<file path="config.mk">
export PLATFORM = sky130hd
export DESIGN_NAME = fmc_adc_trigger_unit_flat
export DESIGN_NICKNAME = d
export VERILOG_FILES = /design/src/rtl/fmc_adc_trigger_unit_if.sv /design/src/rtl/fmc_adc_trigger_unit.sv /design/src/flat_wrapper.sv
export SDC_FILE = /design/constraint.sdc
export NUM_CORES = 1
export LEC_CHECK = 0
export CAP_MARGIN = 10
export CORE_UTILIZATION = 28
export DETAILED_ROUTE_END_ITERATION = 7
export HOLD_SLACK_MARGIN = 0.15
export PLACE_DENSITY_LB_ADDON = 0.25
export RECOVER_POWER = 50
export SYNTH_ARGS = -nofsm -noshare
export SYNTH_HDL_FRONTEND = slang
export SYNTH_SLANG_ARGS = --single-unit
</file>
<file path="constraint.sdc">
create_clock -name sys_clk_i -period 6.9 [get_ports sys_clk_i]
set_input_delay 1.38 -clock sys_clk_i [delete_from_list [all_inputs] [get_ports sys_clk_i]]
set_output_delay 1.38 -clock sys_clk_i [all_outputs]
set_load 0.01 [all_outputs]
</file>
<file path="src/rtl/fmc_adc_trigger_unit_if.sv">
// Trigger-unit bus: sample stream, trigger configuration/sources and the merged trigger result.
// master drives the inputs (acquisition core side), slave is the trigger unit.
interface fmc_adc_trigger_unit_if #(
    parameter int unsigned g_num_ch    = 4,
    parameter int unsigned g_dly_width = 32
);
    logic [16*g_num_ch-1:0]  adc_data_i;
    logic                    adc_valid_i;
    logic [16*g_num_ch-1:0]  thres_val_i;
    logic [16*g_num_ch-1:0]  thres_hyst_i;
    logic [g_num_ch-1:0]     ch_pol_i;
    logic                    ext_trig_i;
    logic                    ext_pol_i;
    logic [g_dly_width-1:0]  ext_dly_i;
    logic                    time_trig_i;
    logic                    sw_trig_i;
    logic [g_num_ch+1:0]     trig_en_i;
    logic                    arm_i;
    logic                    trig_o;
    logic [g_num_ch+2:0]     trig_src_o;

    modport master (
        output adc_data_i, adc_valid_i, thres_val_i, thres_hyst_i, ch_pol_i,
        output ext_trig_i, ext_pol_i, ext_dly_i, time_trig_i, sw_trig_i,
        output trig_en_i, arm_i,
        input  trig_o, trig_src_o
    );

    modport slave (
        input  adc_data_i, adc_valid_i, thres_val_i, thres_hyst_i, ch_pol_i,
        input  ext_trig_i, ext_pol_i, ext_dly_i, time_trig_i, sw_trig_i,
        input  trig_en_i, arm_i,
        output trig_o, trig_src_o
    );
endinterface

</file>
<file path="src/rtl/fmc_adc_trigger_unit.sv">
// Merges per-channel threshold/hysteresis triggers, delayed external, time and software
// triggers into one registered trigger pulse plus a source mask for the acquisition FSM.
module fmc_adc_trigger_unit #(
    parameter int unsigned g_num_ch    = 4,
    parameter int unsigned g_dly_width = 32
) (
    input  logic                   sys_clk_i,
    input  logic                   sys_rst_n_i,
    fmc_adc_trigger_unit_if.slave  bus
);

    localparam int unsigned C_SMP_W    = 16;
    // Two guard bits so thres +/- hyst can never wrap for any 16-bit input.
    localparam int unsigned C_CMP_W    = C_SMP_W + 2;
    localparam int unsigned C_SRC_W    = g_num_ch + 3;
    localparam int unsigned C_EXT_BIT  = g_num_ch;
    localparam int unsigned C_TIME_BIT = g_num_ch + 1;

    typedef enum logic {CH_DISARMED, CH_ARMED} ch_state_t;
    typedef enum logic {EXT_IDLE, EXT_COUNT} ext_state_t;

    logic [g_num_ch-1:0] w_ch_fire;

    // Per-channel hysteresis trigger with registered fire flag.
    for (genvar gi = 0; gi < g_num_ch; gi++) begin : g_ch
        ch_state_t                   r_state;
        ch_state_t                   w_state_nxt;
        logic                        r_fire;
        logic                        w_fire_nxt;
        logic signed [C_CMP_W-1:0]   w_smp;
        logic signed [C_CMP_W-1:0]   w_thr;
        logic signed [C_CMP_W-1:0]   w_hys;
        logic signed [C_CMP_W-1:0]   w_thr_lo;
        logic signed [C_CMP_W-1:0]   w_thr_hi;
        logic                        w_arm_hit;
        logic                        w_fire_hit;

        assign w_smp    = C_CMP_W'($signed(bus.adc_data_i[C_SMP_W*gi +: C_SMP_W]));
        assign w_thr    = C_CMP_W'($signed(bus.thres_val_i[C_SMP_W*gi +: C_SMP_W]));
        assign w_hys    = C_CMP_W'(bus.thres_hyst_i[C_SMP_W*gi +: C_SMP_W]);
        assign w_thr_lo = w_thr - w_hys;
        assign w_thr_hi = w_thr + w_hys;

        assign w_arm_hit  = bus.ch_pol_i[gi] ? (w_smp > w_thr_hi) : (w_smp < w_thr_lo);
        assign w_fire_hit = bus.ch_pol_i[gi] ? (w_smp < w_thr)    : (w_smp > w_thr);

        always_comb begin
            w_state_nxt = r_state;
            w_fire_nxt  = 1'b0;
            if (bus.adc_valid_i) begin
                case (r_state)
                    CH_DISARMED: begin
                        if (w_arm_hit) begin
                            w_state_nxt = CH_ARMED;
                        end
                    end
                    CH_ARMED: begin
                        if (w_fire_hit) begin
                            w_fire_nxt  = 1'b1;
                            w_state_nxt = CH_DISARMED;
                        end
                    end
                    default: w_state_nxt = CH_DISARMED;
                endcase
            end
        end

        always_ff @(posedge sys_clk_i or negedge sys_rst_n_i) begin
            if (!sys_rst_n_i) begin
                r_state <= CH_DISARMED;
                r_fire  <= 1'b0;
            end else begin
                r_state <= w_state_nxt;
                r_fire  <= w_fire_nxt;
            end
        end

        assign w_ch_fire[gi] = r_fire;
    end

    // External trigger: 2-FF synchroniser and edge history.
    logic r_ext_s1;
    logic r_ext_s2;
    logic r_ext_d;
    logic w_ext_edge;

    always_ff @(posedge sys_clk_i or negedge sys_rst_n_i) begin
        if (!sys_rst_n_i) begin
            r_ext_s1 <= 1'b0;
            r_ext_s2 <= 1'b0;
            r_ext_d  <= 1'b0;
        end else begin
            r_ext_s1 <= bus.ext_trig_i;
            r_ext_s2 <= r_ext_s1;
            r_ext_d  <= r_ext_s2;
        end
    end

    assign w_ext_edge = bus.ext_pol_i ? (~r_ext_s2 & r_ext_d) : (r_ext_s2 & ~r_ext_d);

    ext_state_t              r_ext_state;
    ext_state_t              w_ext_state_nxt;
    logic [g_dly_width-1:0]  r_ext_cnt;
    logic [g_dly_width-1:0]  w_ext_cnt_nxt;
    logic                    w_ext_fire;

    always_ff @(posedge sys_clk_i or negedge sys_rst_n_i) begin
        if (!sys_rst_n_i) begin
            r_ext_state <= EXT_IDLE;
            r_ext_cnt   <= '0;
        end else begin
            r_ext_state <= w_ext_state_nxt;
            r_ext_cnt   <= w_ext_cnt_nxt;
        end
    end

    // Delay FSM: edges during COUNT are ignored; losing arm aborts without firing.
    always_comb begin
        w_ext_state_nxt = r_ext_state;
        w_ext_cnt_nxt   = r_ext_cnt;
        w_ext_fire      = 1'b0;
        case (r_ext_state)
            EXT_IDLE: begin
                if (w_ext_edge && bus.trig_en_i[C_EXT_BIT] && bus.arm_i) begin
                    w_ext_cnt_nxt   = bus.ext_dly_i;
                    w_ext_state_nxt = EXT_COUNT;
                end
            end
            EXT_COUNT: begin
                if (!bus.arm_i) begin
                    w_ext_state_nxt = EXT_IDLE;
                end else if (r_ext_cnt == '0) begin
                    w_ext_fire      = 1'b1;
                    w_ext_state_nxt = EXT_IDLE;
                end else begin
                    w_ext_cnt_nxt = r_ext_cnt - g_dly_width'(1);
                end
            end
            default: w_ext_state_nxt = EXT_IDLE;
        endcase
    end

    // Combine: software trigger bypasses the enable mask, everything is gated by arm.
    logic [C_SRC_W-1:0] w_src;
    logic               w_trig;
    logic               r_trig;
    logic [C_SRC_W-1:0] r_src;

    assign w_src  = {bus.sw_trig_i,
                     bus.time_trig_i & bus.trig_en_i[C_TIME_BIT],
                     w_ext_fire & bus.trig_en_i[C_EXT_BIT],
                     w_ch_fire & bus.trig_en_i[g_num_ch-1:0]};
    assign w_trig = bus.arm_i & (|w_src);

    always_ff @(posedge sys_clk_i or negedge sys_rst_n_i) begin
        if (!sys_rst_n_i) begin
            r_trig <= 1'b0;
            r_src  <= '0;
        end else begin
            r_trig <= w_trig;
            if (w_trig) begin
                r_src <= w_src;
            end
        end
    end

    assign bus.trig_o     = r_trig;
    assign bus.trig_src_o = r_src;

endmodule

</file>
<file path="src/flat_wrapper.sv">
// flat-port wrapper written by rule: the top's interface ports become plain ports
module fmc_adc_trigger_unit_flat 
#(
    parameter int unsigned g_num_ch    = 4,
    parameter int unsigned g_dly_width = 32
)
  (sys_clk_i, sys_rst_n_i, bus_adc_data_i, bus_adc_valid_i, bus_thres_val_i, bus_thres_hyst_i, bus_ch_pol_i, bus_ext_trig_i, bus_ext_pol_i, bus_ext_dly_i, bus_time_trig_i, bus_sw_trig_i, bus_trig_en_i, bus_arm_i, bus_trig_o, bus_trig_src_o);
  fmc_adc_trigger_unit_if #(.g_num_ch(g_num_ch), .g_dly_width(g_dly_width)) bus_i ();
  input  logic sys_clk_i;
  input  logic sys_rst_n_i;
  input wire logic [$bits(bus_i.adc_data_i)-1:0] bus_adc_data_i;
  input wire logic [$bits(bus_i.adc_valid_i)-1:0] bus_adc_valid_i;
  input wire logic [$bits(bus_i.thres_val_i)-1:0] bus_thres_val_i;
  input wire logic [$bits(bus_i.thres_hyst_i)-1:0] bus_thres_hyst_i;
  input wire logic [$bits(bus_i.ch_pol_i)-1:0] bus_ch_pol_i;
  input wire logic [$bits(bus_i.ext_trig_i)-1:0] bus_ext_trig_i;
  input wire logic [$bits(bus_i.ext_pol_i)-1:0] bus_ext_pol_i;
  input wire logic [$bits(bus_i.ext_dly_i)-1:0] bus_ext_dly_i;
  input wire logic [$bits(bus_i.time_trig_i)-1:0] bus_time_trig_i;
  input wire logic [$bits(bus_i.sw_trig_i)-1:0] bus_sw_trig_i;
  input wire logic [$bits(bus_i.trig_en_i)-1:0] bus_trig_en_i;
  input wire logic [$bits(bus_i.arm_i)-1:0] bus_arm_i;
  output wire logic [$bits(bus_i.trig_o)-1:0] bus_trig_o;
  output wire logic [$bits(bus_i.trig_src_o)-1:0] bus_trig_src_o;
  assign bus_i.adc_data_i = bus_adc_data_i;
  assign bus_i.adc_valid_i = bus_adc_valid_i;
  assign bus_i.thres_val_i = bus_thres_val_i;
  assign bus_i.thres_hyst_i = bus_thres_hyst_i;
  assign bus_i.ch_pol_i = bus_ch_pol_i;
  assign bus_i.ext_trig_i = bus_ext_trig_i;
  assign bus_i.ext_pol_i = bus_ext_pol_i;
  assign bus_i.ext_dly_i = bus_ext_dly_i;
  assign bus_i.time_trig_i = bus_time_trig_i;
  assign bus_i.sw_trig_i = bus_sw_trig_i;
  assign bus_i.trig_en_i = bus_trig_en_i;
  assign bus_i.arm_i = bus_arm_i;
  assign bus_trig_o = bus_i.trig_o;
  assign bus_trig_src_o = bus_i.trig_src_o;
  fmc_adc_trigger_unit #(.g_num_ch(g_num_ch), .g_dly_width(g_dly_width)) u_core (.sys_clk_i(sys_clk_i), .sys_rst_n_i(sys_rst_n_i), .bus(bus_i));
endmodule
</file>
Yosys cells after proc, flatten, opt, wreduce, memory -nomap -nowiden

Cells that the tools add are included.

Word-level logic and storage cells: 105
Bits in registers: 52
Input bits: 242

Add/sub/neg operators: 9
Bitwise gates (word level): 13
Mux-type cells: 44
Magnitude comparators: 16
Eq/ne operators: 3
Reduce and logical (&&, ||, !) cells: 5

Operators by type and width:

| operator                                                             | number |
|---|---|
| 32-bit 2-to-1 mux                                                    | 3 |
| 16-bit by 17-bit adder with 18-bit output                            | 4 |
| 16-bit by 18-bit greater-than comparator with 1-bit output           | 4 |
| 16-bit by 18-bit < comparator with 1-bit output                      | 4 |
| 16-bit by 17-bit subtractor with 18-bit output                       | 4 |
| 16-bit greater-than comparator                                       | 4 |
| 16-bit < comparator                                                  | 4 |
| 32-bit case mux with 2 select lines                                  | 1 |
| 1-bit 2-to-1 mux                                                     | 35 |
| 32-bit logical NOT                                                   | 1 |
| 32-bit by 1-bit subtractor with 32-bit output, second input constant | 1 |
| 1-bit case mux with 2 select lines                                   | 5 |
| 1-bit NOT                                                            | 7 |
| 7-bit OR reduction                                                   | 1 |
| 1-bit bitwise AND                                                    | 5 |
| 4-bit bitwise AND                                                    | 1 |
| 2-bit != test, second input constant                                 | 2 |
| 3-bit AND reduction                                                  | 1 |
| 1-bit logical AND                                                    | 2 |
| 2-bit by 1-bit != test with 1-bit output, second input constant      | 1 |

Logic depth before layout (Yosys ltp)

Depth after elaboration: 7
Mapped depth: 20
Gate-level depth less buffers: 20

Least setup slack after synthesis

OpenSTA, ideal clock, no wires.

Path kind: input to register
Start: input bus_thres_hyst_i[5]
End: register u_core.g_ch[0].r_state
Slack: 1.794 ns
Path buffers: 1
Arrival: 4.985 ns
Stages: 20
Setup time: 0.121 ns
Data required time: 6.779 ns
Cell sequence: inv_1 > ha_1 > clkbuf_1 > inv_1 > a221o_1 > o211ai_1 > nand2_1 > o41ai_1 > o41ai_1 > o41ai_1 > xnor2_1 > ha_1 > and4_1 > a21oi_1 > o21ai_0 > a211oi_1 > mux2_2 > nand3_1 > a31oi_1 > o22a_1

Longest elaborated chain between the ends: 5
Elaborated cells on any way between the ends: 7

Ends and longest elaborated chain:

| element                                                                                                                       | line                                                   | RTL |
|---|---|---|
| start: declaration                                                                                                            | flat_wrapper.sv:14                                     | `input wire logic [$bits(bus_i.thres_hyst_i)-1:0] bus_thres_hyst_i;` |
| 16-bit by 17-bit subtractor with 18-bit output or 16-bit by 17-bit adder with 18-bit output (tied branches)                   | fmc_adc_trigger_unit.sv:41, fmc_adc_trigger_unit.sv:42 |  |
| 16-bit by 18-bit < comparator with 1-bit output or 16-bit by 18-bit greater-than comparator with 1-bit output (tied branches) | fmc_adc_trigger_unit.sv:44                             | `assign w_arm_hit = bus.ch_pol_i[gi] ? (w_smp > w_thr_hi) : (w_smp < w_thr_lo);` |
| 1-bit 2-to-1 mux (*)                                                                                                          | fmc_adc_trigger_unit.sv:44                             |  |
| 1-bit 2-to-1 mux (*)                                                                                                          | fmc_adc_trigger_unit.sv:53                             | `if (w_arm_hit) begin` |
| 1-bit case mux with 2 select lines (*)                                                                                        | fmc_adc_trigger_unit.sv:51                             | `case (r_state)` |
| end signal: assignment                                                                                                        | fmc_adc_trigger_unit.sv:73                             | `r_state <= w_state_nxt;` |
| end: declaration                                                                                                              | fmc_adc_trigger_unit.sv:26                             | `ch_state_t r_state;` |

Mark *: on every way between the ends. The rest lies on a longest branch, timed or not.
A chain may end at the register's enable or synchronous reset.

Worst setup path after layout

Ends and elaborated chain as after synthesis.

==> impl_results.md <==
- Drt pass-1 iters: 5
- Port Buffers: 249
- CTS tree: built
- Area grow syn2layout: 24.0%
- Worst Hold Path Cells: 0
- Mapped Cells: around 1800
- R2r startpoint: u_core.r_ext_cnt[0]
- WHS Endpoint: u_core.r_ext_s2
- Worst Path Max Fanout: 8
- Syn_nets: 2347
- Synth warn: 0
- Worst r2r dst: u_core.bus.trig_src_o[6]
- Detailed Route WL: 41400 microns
- Row Count: 80
- Max Fclk: 179 MHz
- Setup violation total in the final timing report: 0
- Worst hold margin: 0.348 ns
- Total gr overflow: 0
- Initial Utilization: 0.283
- Clk_lat worst skew: about 0.3 ns
- Sum Neg Setup Slack: 0 ns
- Worst path most repeated cell: o41ai_1
- Worst min path class: reg2reg
- Failing checks: max-capacitance violations, max-slew violations
- DRT iter0 DRCs: 745
- I/O pin cnt: 250
- Max-Cap Viols: 1
- Die extent in y: between 200 and 250 microns
- Clock transition at path regs: 0.08 ns
- Crit-path cells: clkdlybuf4s50_1 -> inv_1 -> ha_1 -> inv_1 -> a221o_1 -> o211ai_1 -> nand2_1 -> o41ai_1 -> o41ai_1 -> o41ai_1 -> xnor2_1 -> ha_1 -> and4_1 -> a21oi_1 -> o21ai_0 -> a211oi_1 -> mux2_2 -> nand3_1 -> a31oi_1 -> o22a_1
- Setup crit end kind: register
- Cell taking the most area after synthesis: ha_1
- Worst R2R Path Depth: 9
- GPL Wtd Cong: 0.918
- Crit path DAT: 5.79 ns
- Hold_buf cts: 0
- Multi-input logic area: 11200 sq um
- Floorplan core area: around 48000 sq um
- Lkg Pwr: slightly below 8 nW
- #FFs+latches synth: 52
- Ys async rst share: 1.00
- Min-delay src: u_core.r_ext_s1
- Final Hold Vio Count: 0
- Routed vias: 13000
- Period utilisation layout: 0.810
- Post-layout net count: between 2000 and 3000
- Slew Viols, Final: 53
- Max stage delay on crit path: 0.48 ns
- Synth cell types: 78
- RSZ-0062 raised after global routing: no
- CTS sink cnt: 52
- Setup WS pre-CTS: 0.989 ns
- Total GRT Usage: 0.166
- Vias in the first global route: 13100
- Sequential fraction of the synthesis area: 0.0963
- Top cells by area, synth: ha_1 (31%), dfrtp_1 (9.6%), xnor2_1 (6.7%)
- Crit Path Class: in2reg
- First-pass GRT wire length: 67800 microns
- Top cell type's share of synthesized area: 0.312
- Final Cell Area: 16700 sq um
- Hpwl dp: 35600 microns
- Tightest Pin Transition: 3.27 ns
- CTS buffer count: 5
- Max Clock Skew: 0.0103 ns
- # placed instances: 2579
- DIE AREA: 49100 sq um
- H-tree levels: 2
- Final min period: around 5.6 ns
- Drt wl/cell: 16.0 microns
- EDFF count, synth: 0
- FF/Latch Area: roughly 1300 sq um
- Main synth FF type: dfrtp_1
- Placed cell areas: 16600 sq um
- Largest net degree at the start of global routing: 53
- Post-cts sizing count: 0
- Pwr Density: 133 nW/um^2
- Status: finished, violations left
- Post-Layout Cell Count: 2589
- Die Wd: ~220 microns
- Final WS setup: around 1.3 ns
- CTS root buffer: clkbuf_16
- Worst endpoint required time: 7.10 ns
- DR vias/cell: about 5.0
- Initial antenna violation count: 2
- Layout cells sized above 1: 0.0213
- # fillers: 5016
- Synth Area per Inst: ~7.7 sq um
- CTS Buffer Depth: 2
- CP startpoint kind: input pin
- Setup Fix Bufs, Post-CTS: 0
- Mapped Area: 13500 sq um
- Post-route ant nets: 0
- Slew Limit Headroom: -1.18
- Worst R2R Setup Slack: about 3.6 ns
- Drc violations: 0
- CP max stage cell: clkdlybuf4s50_1
- Worst VDD drop: 0.0975 mV
==> final cells by class <==
type | count | area share
Multi-Input combinational cell | 1444 | 0.668
Timing Repair Buffer | 253 | 0.150
Sequential cell | 52 | 0.0777
Inverter | 215 | 0.0482
Tap cell | 615 | 0.0460
Clock buffer | 6 | 0.00770
Clock inverter | 2 | 0.00209
Antenna cell | 2 | 0.000299
==> cells in the mapped netlist, types with 17 or more instances <==
cell type  count
o21a_1        17
o21ai_0       78
nand3_1       43
inv_1        208
dfrtp_1       52
a21oi_1      141
a21o_1        59
or3_1         20
o21bai_1      24
nand2b_1      25
a31oi_1       17
clkbuf_1      41
nor2b_1       33
nand2_1       76
xnor2_1      103
nor3_1        58
nor2_1       130
ha_1         337
nand4_1       30
==> cells by family (layout without fill, tap and decap cells) <==
family | count (synthesis) | after routing | share of synthesized area
other | 0 | 2 | 0
buffers and inverters | 264 | 476 | 0.0757
adders and majority gates | 345 | 345 | 0.324
DFF | 52 | 52 | 0.0963
AOI/OAI and AO/OA | 475 | 475 | 0.229
muxes | 10 | 10 | 0.00769
xor gates and xnor gates | 118 | 118 | 0.0765
and+or+nand+nor | 496 | 496 | 0.191
==> worst max-delay path, delay by kind of cell <==
family / cells / cell delay (ns)
adder cells (fa/ha/maj): 2 / 0.69
AO/OA/AOI/OAI: 10 / 2.17
XOR/XNOR: 1 / 0.17
AND/OR/NAND/NOR: 3 / 0.38
buffers and inverters: 3 / 0.62
multiplexers: 1 / 0.37
==> per-layer routing <==
layer | share of wire | track usage
met3 | 0.032 | 0.0159
met2 | 0.47 | 0.293
met4 | 0.0081 | 0.0197
met5 | 0 | 0
met1 | 0.48 | 0.224
==> cells in the final DEF (no fill, tap or decap), drive strengths merged, types with 15 or more instances in the layout <==
| cell | instances |
|---|---|
| nand2 | 76 |
| xor2 | 15 |
| o22ai | 16 |
| a31oi | 17 |
| dfrtp | 52 |
| nor3 | 60 |
| nand2b | 25 |
| nor2b | 33 |
| o21ai | 81 |
| nor2 | 130 |
| inv | 210 |
| a21oi | 141 |
| o21bai | 24 |
| clkdlybuf4s50 | 246 |
| xnor2 | 103 |
| ha | 337 |
| nand3 | 43 |
| nand4 | 31 |
| or3 | 20 |
| a21o | 59 |
| o21a | 17 |
==> state kept, by name (all words and copies together), names as in the netlist <==
register,count
u_core.r_ext_state,1
u_core.g_ch.r_fire,4
u_core.r_ext_s1,1
u_core.g_ch.r_state,4
u_core.r_ext_d,1
u_core.r_ext_cnt,32
u_core.bus.trig_src_o,7
u_core.bus.trig_o,1
u_core.r_ext_s2,1
==> report_power, final <==
part           switching [mW]  internal, mW
Combinational           0.748         0.704
Clock                   0.121         0.171
Sequential             0.0965         0.389
Total                   0.966          1.26
==> metrics by stage <==
stage                util  total power [mW]
global placement    0.348              1.92
detailed placement  0.348              1.94
global route        0.351              2.47
floorplan               -              1.45
finish              0.351              2.23
CTS                 0.351              2.26
==> worst max path at each step <==
stage,endpoint,from,slack (ns)
after global routing,u_core.g_ch[0].r_state,bus_thres_hyst_i[5],0.90
after detailed placement,u_core.g_ch[0].r_state,bus_thres_hyst_i[5],0.99
after CTS,u_core.g_ch[0].r_state,bus_thres_hyst_i[5],1.32
final,u_core.g_ch[0].r_state,bus_thres_hyst_i[5],1.31
after global placement,u_core.g_ch[0].r_state,bus_thres_hyst_i[5],1.06
after floorplan,u_core.g_ch[0].r_state,bus_thres_hyst_i[5],1.79
Note: power is estimated with default switching activity, not from simulation.
